### config.mk
export PLATFORM = sky130hd
export DESIGN_NAME = serial_tx
export DESIGN_NICKNAME = d
export VERILOG_FILES = /design/src/rtl/serial_pkg.sv /design/src/rtl/baud_counter.sv /design/src/rtl/serial_tx.sv
export SDC_FILE = /design/constraint.sdc
export NUM_CORES = 1
export LEC_CHECK = 0
export ABC_CLOCK_PERIOD_IN_PS = 2100
export CAP_MARGIN = 20
export CELL_PAD_IN_SITES_DETAIL_PLACEMENT = 2
export CELL_PAD_IN_SITES_GLOBAL_PLACEMENT = 2
export CORE_ASPECT_RATIO = 1.25
export CORE_MARGIN = 10
export CORE_UTILIZATION = 30
export CTS_BUF_LIST = sky130_fd_sc_hd__clkbuf_8 sky130_fd_sc_hd__clkbuf_16
export DETAILED_ROUTE_END_ITERATION = 8
export GPL_TIMING_DRIVEN = 0
export PLACE_DENSITY = 0.8
export SETUP_SLACK_MARGIN = 0.4
export SLEW_MARGIN = 30
export SYNTH_ARGS = -nofsm -noshare
export SYNTH_HDL_FRONTEND = slang
export SYNTH_SLANG_ARGS = --single-unit
### constraint.sdc
create_clock -name Clock -period 2.1 [get_ports Clock]
set_clock_uncertainty 0.1 [all_clocks]
set_input_delay 0.21 -clock Clock [delete_from_list [all_inputs] [get_ports Clock]]
set_output_delay 0.21 -clock Clock [all_outputs]
set_load 0.05 [all_outputs]
### src/rtl/serial_pkg.sv
// rtl/serial_pkg.sv - shared types and constants for the serial transmitter
//
// Purpose: state encoding, line levels and default parameter values used by
//          serial_tx and baud_counter.
// Optional feature: SERIAL_TX_PARITY_EN adds the PARITY_BIT state.
package serial_pkg;

  localparam int DATA_W_DEF   = 8;
  localparam int BAUD_DIV_DEF = 4;

  localparam logic LINE_IDLE = 1'b1;
  localparam logic START_LVL = 1'b0;
  localparam logic STOP_LVL  = 1'b1;

  typedef enum logic [2:0] {
    IDLE       = 3'd0,
    START_BIT  = 3'd1,
    DATA_BITS  = 3'd2,
`ifdef SERIAL_TX_PARITY_EN
    PARITY_BIT = 3'd3,
`endif
    STOP_BIT   = 3'd4
  } tx_state_t;

endpackage

### src/rtl/baud_counter.sv
// rtl/baud_counter.sv - bit-period down-counter for the serial transmitter
//
// Purpose: counts BAUD_DIV cycles per serial bit; tick marks the last cycle
//          of the current bit period.
// Ports:
//   Clock  in  sole clock
//   Reset  in  synchronous active-low reset (counter cleared to 0)
//   reload in  restart the period (count <= BAUD_DIV-1) at a bit boundary
//   tick   out high on the last cycle of each bit period
module baud_counter
  import serial_pkg::*;
#(
  parameter int BAUD_DIV = BAUD_DIV_DEF
) (
  input  logic Clock,
  input  logic Reset,
  input  logic reload,
  output logic tick
);

  localparam logic [7:0] LAST_CNT = 8'(BAUD_DIV - 1);

  logic [7:0] count_q, count_d;

  // Saturates at zero so BAUD_DIV=1 (count always 0, tick always high)
  // never wraps.
  always_comb begin
    count_d = count_q;
    if (reload) begin
      count_d = LAST_CNT;
    end else if (count_q != 8'd0) begin
      count_d = count_q - 8'd1;
    end
  end

  always_ff @(posedge Clock) begin
    if (!Reset) begin
      count_q <= 8'd0;
    end else begin
      count_q <= count_d;
    end
  end

  assign tick = (count_q == 8'd0);

endmodule

### src/rtl/serial_tx.sv
// rtl/serial_tx.sv - parallel-in, LSB-first serial transmitter
//
// Purpose: frames DATA_W-bit payloads as start bit, data bits (LSB first),
//          optional even parity bit, stop bit; each bit lasts BAUD_DIV cycles.
// Optional feature: define SERIAL_TX_PARITY_EN to insert the parity bit.
// Ports:
//   Clock  in   sole clock
//   Reset  in   synchronous active-low reset
//   Start  in   transmit request, honoured only in IDLE
//   Din    in   payload, captured when Start is accepted
//   SerOut out  registered serial line, idle high
//   Busy   out  high while a frame is in progress
//   Done   out  one-cycle pulse in the first IDLE cycle after the stop bit
module serial_tx
  import serial_pkg::*;
#(
  parameter int DATA_W   = DATA_W_DEF,
  parameter int BAUD_DIV = BAUD_DIV_DEF
) (
  input  logic              Clock,
  input  logic              Reset,
  input  logic              Start,
  input  logic [DATA_W-1:0] Din,
  output logic              SerOut,
  output logic              Busy,
  output logic              Done
);

  localparam int             IDX_W    = (DATA_W > 1) ? $clog2(DATA_W) : 1;
  localparam logic [IDX_W-1:0] LAST_IDX = IDX_W'(DATA_W - 1);

  tx_state_t         state_q, state_d;
  logic [DATA_W-1:0] shift_q, shift_d;
  logic [IDX_W-1:0]  idx_q, idx_d;
  logic              ser_q, ser_d;
  logic              done_q, done_d;
  logic              reload;
  logic              tick;
`ifdef SERIAL_TX_PARITY_EN
  logic              parity_q, parity_d;
`endif

  baud_counter #(
    .BAUD_DIV(BAUD_DIV)
  ) u_baud (
    .Clock (Clock),
    .Reset (Reset),
    .reload(reload),
    .tick  (tick)
  );

  always_comb begin
    state_d = state_q;
    shift_d = shift_q;
    idx_d   = idx_q;
    done_d  = 1'b0;
    reload  = 1'b0;
`ifdef SERIAL_TX_PARITY_EN
    parity_d = parity_q;
`endif

    case (state_q)
      IDLE: begin
        if (Start) begin
          state_d = START_BIT;
          shift_d = Din;
          idx_d   = '0;
          reload  = 1'b1;
`ifdef SERIAL_TX_PARITY_EN
          parity_d = ^Din;
`endif
        end
      end
      START_BIT: begin
        if (tick) begin
          state_d = DATA_BITS;
          reload  = 1'b1;
        end
      end
      DATA_BITS: begin
        if (tick) begin
          reload = 1'b1;
          if (idx_q == LAST_IDX) begin
`ifdef SERIAL_TX_PARITY_EN
            state_d = PARITY_BIT;
`else
            state_d = STOP_BIT;
`endif
          end else begin
            idx_d   = idx_q + 1'b1;
            shift_d = shift_q >> 1;
          end
        end
      end
`ifdef SERIAL_TX_PARITY_EN
      PARITY_BIT: begin
        if (tick) begin
          state_d = STOP_BIT;
          reload  = 1'b1;
        end
      end
`endif
      STOP_BIT: begin
        if (tick) begin
          state_d = IDLE;
          done_d  = 1'b1;
        end
      end
      default: begin
        state_d = IDLE;
      end
    endcase

    // The line level is derived from the next state so SerOut can be a
    // plain register that changes exactly on the bit boundary.
    case (state_d)
      START_BIT:  ser_d = START_LVL;
      DATA_BITS:  ser_d = shift_d[0];
`ifdef SERIAL_TX_PARITY_EN
      PARITY_BIT: ser_d = parity_d;
`endif
      STOP_BIT:   ser_d = STOP_LVL;
      default:    ser_d = LINE_IDLE;
    endcase
  end

  always_ff @(posedge Clock) begin
    if (!Reset) begin
      state_q <= IDLE;
      shift_q <= '0;
      idx_q   <= '0;
      ser_q   <= LINE_IDLE;
      done_q  <= 1'b0;
`ifdef SERIAL_TX_PARITY_EN
      parity_q <= 1'b0;
`endif
    end else begin
      state_q <= state_d;
      shift_q <= shift_d;
      idx_q   <= idx_d;
      ser_q   <= ser_d;
      done_q  <= done_d;
`ifdef SERIAL_TX_PARITY_EN
      parity_q <= parity_d;
`endif
    end
  end

  assign SerOut = ser_q;
  assign Busy   = (state_q != IDLE);
  assign Done   = done_q;

endmodule
Yosys cells after proc, flatten, opt, wreduce, memory -nomap -nowiden

Index checks and enable logic that the tools add are counted.

Bits of input ports: 11
Flip-flop bits (word level): 24
Output and inout port bits: 3

Reductions and logical operators: 10
Eq/ne operators: 9
Bitwise logic cells: 1
Add/sub/neg operators: 2
Multiplexer cells: 20

Operator list:

| cell                | number |
|---|---|
| $mux 3              | 8 |
| $mux 8              | 3 |
| $pmux 8 s2          | 1 |
| $pmux 3 s4          | 1 |
| $logic_not 8->1     | 1 |
| $reduce_bool 8->1   | 1 |
| $sub 8x1->8 const B | 1 |
| $eq 3x1->1 const B  | 2 |
| $eq 3x2->1 const B  | 2 |
| $eq 3x3->1 const B  | 2 |
| $ne 2x2->1 const B  | 3 |
| $pmux 3 s2          | 1 |
| $mux 2              | 2 |
| $pmux 1 s2          | 2 |
| $reduce_and 4->1    | 1 |
| $reduce_bool 2->1   | 2 |
| $reduce_or 2->1     | 2 |
| $add 3x1->3 const B | 1 |
| $logic_not 3->1     | 1 |
| $reduce_bool 3->1   | 1 |
| $mux 1              | 2 |
| $reduce_and 2->1    | 1 |
| $not 1->1           | 1 |

Longest topological paths before layout

Depth after elaboration: 6
Mapped depth: 7
Depth with buffers taken out: 6

Modules after synthesis

From an unflattened synthesis, not the netlist that was laid out.

Cells, all modules: 131
Area total of the unflattened synthesis: 1,187.4 um2

By module, submodules not included:

| module       | times used | cells each | area an instance (um2) |
|---|---|---|---|
| serial_tx    | 1          | 85         | 787.0 |
| baud_counter | 1          | 46         | 400.4 |

Worst setup path before layout

No wires, ideal clock.

Kind: flip-flop to flip-flop
From: register idx_q[0]
To: register idx_q[0]
Buffers on the path: 1
Arrival time: 1.835 ns
Cell stages (with the launch flop): 8
Path slack: 0.049 ns
Setup time: 0.116 ns
Cell sequence: dfxtp_1 > ha_1 > ha_1 > or4b_4 > o32a_1 > buf_6 > mux2i_4 > nor2b_1

Cells in the longest elaborated chain, start to end: 4
Elaborated cells between the ends (all ways): 7
Classes of those cells: 1 x add/sub; 2 x eq/ne; 3 x mux; 1 x reduce/logical

RTL lines:

| element                | line             | text |
|---|---|---|
| from (decl)            | serial_tx.sv:34  | `logic [IDX_W-1:0] idx_q, idx_d;` |
| from (signal assigned) | serial_tx.sv:140 | `idx_q <= idx_d;` |
| $add 3x1->3            | serial_tx.sv:90  | `idx_d = idx_q + 1'b1;` |
| $mux 3                 | serial_tx.sv:83  | `if (idx_q == LAST_IDX) begin` |
| $mux 3                 | serial_tx.sv:81  | `if (tick) begin` |
| $pmux 3 s2             | serial_tx.sv:62  | `case (state_q)` |

Several ways; a longest one is shown, not always the timed one. The select of a mux whose other input is x is not followed.
A chain may end at the register's enable or synchronous reset.

Final worst setup path

Same ends and word-level chain as after synthesis.

==> run_results.csv <==
group,metric,value,unit
critical_path,cp_common_cell,"ha_4",
clocking,tritoncts,"done",
clocking,clockBufferDepth,2,
logic_synthesis,yosysSeqAreaShare,40.2,%
logic_synthesis,synth-main-ff-cell,"dfxtp_1",
sta,min_period,2.06,ns
route,avgRoutedWirePerCell,18.3,um
route,drc_errors,0,
placement,placed_area,1450,um^2
logic_synthesis,syn-cell-area,1190,um^2
critical_path,path_class,"flop to flop",
floorplan,die_area,6920,um^2
layout,fin_util,44.8,%
sta,setup_slack,0.0434,ns
grt,antenna_found_initial,0,
route,via_count,1063,
clocking,postCtsHoldBufs,0,
logic_synthesis,yosys_register_bits,24,
critical_path,critPathTopFamily,"simple AND/OR/NAND/NOR gates",
logic_synthesis,synth_area_leaders,"dfxtp_1 (40%), a22oi_1 (5.7%), nand2_1 (3.8%), a21boi_0 (3.1%), a21boi_1 (3.1%)",
logic_synthesis,synth_largest_area_cell,"dfxtp_1",
grt,grt_pass1_wl,6.25,mm
power,seqPwrFrac,26.3,%
clocking,clkLatencyLatePin,0.29,ns
power,p_per_area,1690,nW/um^2
logic_synthesis,synth_common_cells,"dfxtp_1 (24), nand2_1 (12), nor2_1 (10)",
logic_synthesis,yosysUniqueCellTypes,43,
critical_path,slowest_stage,"or4b_4",
logic_synthesis,synth_nets,139,
power,swShare,43.0,%
layout,fin_area,1710,um^2
placement,routabilityCongestion,0.744,
clocking,root_buffer,"clkbuf_8",
logic_synthesis,synthCells,125,
logic_synthesis,synth.avg_cell_area,9.56,um^2
route,wl_met2,2.19,mm
logic_synthesis,yosys_warnings,0,
layout,area_delta_synth_final,43.0,%
power,p_leak,0.606,nW
critical_path,critPathMaxStageDelay,0.50,ns
sta,rsz0062_at_grt,"true",
placement,place_hpwl,2.53,mm
sta,tightest_slew,0.492,ns
floorplan,start_util,31.3,%
grt,overflow,0,
logic_synthesis,yosysMostFrequentCell,"dfxtp_1",
sta,setup_viol,0,
route,initialDrtViolationCount,28,
critical_path,path_cells,"ha_4, ha_4, or4b_4, o32a_1, buf_6, mux2i_4, nor2b_1",
route,dr.pass1.iters,4,
route,wl_met3,102,um
route,viasPerCell,5.14,
power,power_frac_comb,58.7,%
layout,drive_above_1_share,34.6,%
critical_path,critical_path_arrival,2.15,ns
floorplan,rows,25,
floorplan,ios,14,
sta,hold_viol_final,0,
route,routed_wl,3.80,mm
route,postRouteAntennaNets,0,
grt,track_usage,11.2,%
logic_synthesis,synthArstFlopShare,0,%
route,top_layer_used,"met4",
critical_path,cp_max_fo,5,
route,m1WireLength,1.45,mm
layout,final_nets,168,
clocking,clkTransAtPathRegs,0.10,ns
critical_path,critPathCaptureType,"flop",
floorplan,die_y,90.6,um
placement,dpl_worst_slack,0.0531,ns
sta,post-route-period-util,97.9,%
logic_synthesis,yosysTopAreaCellShare,40.2,%
power,p_clk_share,15.0,%
sta,slew_viol_final,0,
outcome,status,"finished clean",
worst_hold_path,hold_path.class,"flop to flop",
power,peakVddDrop,0.706,mV
critical_path,crit_buf_inv,1,
layout,diodes,0,
layout,fillers,417,
power,p_sw,0.00124,W
critical_path,start_kind,"flop",
sta,slew-limit-headroom,67.3,%
placement,port_buffers,13,
critical_path,cp_data_required_time,2.19,ns
grt,grt_max_degree,15,
logic_synthesis,synth_edf_count,0,
flow_run,drv_cap,0,
power,p_int,0.00164,W
grt,grt_pass1_vias,1224,
clocking,clock-sinks,24,
clocking,cts_htree_levels,1,
floorplan,coreArea,3820,um^2
sta,fmax,0.486,GHz
clocking,cts_buffers,3,
floorplan,die_x,76.5,um
-- worst paths after layout --
check | endpoint | from | depth (start not counted) | slack, ns
max | idx_q[0] | idx_q[0] | 7 | 0.04
min | shift_q[6] | shift_q[6] | 2 | 0.37
max reg2reg | idx_q[0] | idx_q[0] | 7 | 0.04
min reg2reg | shift_q[6] | shift_q[6] | 2 | 0.37
-- cell usage in the layout (no fill, tap or decap), drive strengths merged, types with 3 or more instances in the layout --
master | synthesis | layout
xor2 | 4 | 4
dfxtp | 24 | 24
clkdlybuf4s50 | 0 | 10
a22oi | 9 | 9
a21boi | 10 | 10
xnor2 | 3 | 3
nand4 | 3 | 3
clkbuf | 2 | 5
inv | 5 | 5
buf | 2 | 14
nand2 | 12 | 12
nand3 | 5 | 5
nor3 | 4 | 4
ha | 3 | 3
nor2 | 11 | 11
-- repair_timing --
item / 4_1_cts / 5_1_grt
endpoints found under the setup margin: 26 / 24
resized for setup: 16 / 24
pin swaps: 3 / 2
gates cloned: 0 / 1
setup buffers: 6 / 4
-- metal layers --
metal / up-vias / GRT usage (%)
met5: - / 0
met2: 13 / 22.4
met1: 538 / 10.4
met3: 4 / 3.49
li1: 508 / -
met4: 0 / 3.26
-- registers in the layout, indices dropped and copies added (netlist names) --
name and flops:
Done 1, SerOut 1, idx_q 3, u_baud.count_q 8, state_q 3, shift_q 8
-- power groups by stage --
stage	clock [W]	sequential, W	combinational, W
2_1_floorplan	0	0.000738	0.000901
3_3_place_gp	0	0.000730	0.00115
3_5_place_dp	0	0.000752	0.00122
4_1_cts	0.000441	0.000751	0.00143
5_1_grt	0.000460	0.000781	0.00185
6_report	0.000434	0.000758	0.00169
-- metrics by stage --
| stage | power [W] | hold WS (ns) | setup TNS, ns | cells |
|---|---|---|---|---|
| finish | 0.00289 | 0.368 | 0 | 207 |
| global route | 0.00309 | 0.402 | -0.151 | 207 |
| CTS | 0.00263 | 0.366 | 0 | 202 |
| detailed placement | 0.00197 | 0.355 | 0 | 192 |
| global placement | 0.00188 | 0.339 | 0 | 192 |
| floorplan | 0.00164 | 0.264 | 0 | 125 |
-- cells by family (layout without fill, tap and decap cells) --
logic type	count (synthesis)	after routing	share of synthesized area, %
AND/OR/NAND/NOR	50	50	25.2
AO/OA/AOI/OAI	30	30	19.0
flip-flops	24	24	40.2
buffers and inverters	9	37	4.61
XOR/XNOR	7	7	5.13
adder cells (fa/ha/maj)	3	3	3.14
multiplexers	2	2	2.72
-- final cells by class --
cell class	instances	area [um^2]	share of cell area (%)
sequential	24	490	28.7
buffer	4	40.0	2.34
inverter	5	18.8	1.10
timing repair buffer	24	219	12.8
clock buffer	3	41.3	2.42
clock inverter	1	30.0	1.76
multi-input combinational	92	802	46.9
tap	54	67.6	3.95
-- worst reg2reg max path, delay by kind of cell (launching register included) --
family / cells / cell delay [ns]
flops: 1 / 0.36
mux: 1 / 0.12
compound gates: 1 / 0.36
simple gates: 2 / 0.55
buf+inv: 1 / 0.16
fa+ha+maj: 2 / 0.31
Note: power is estimated with default switching activity, not from simulation.
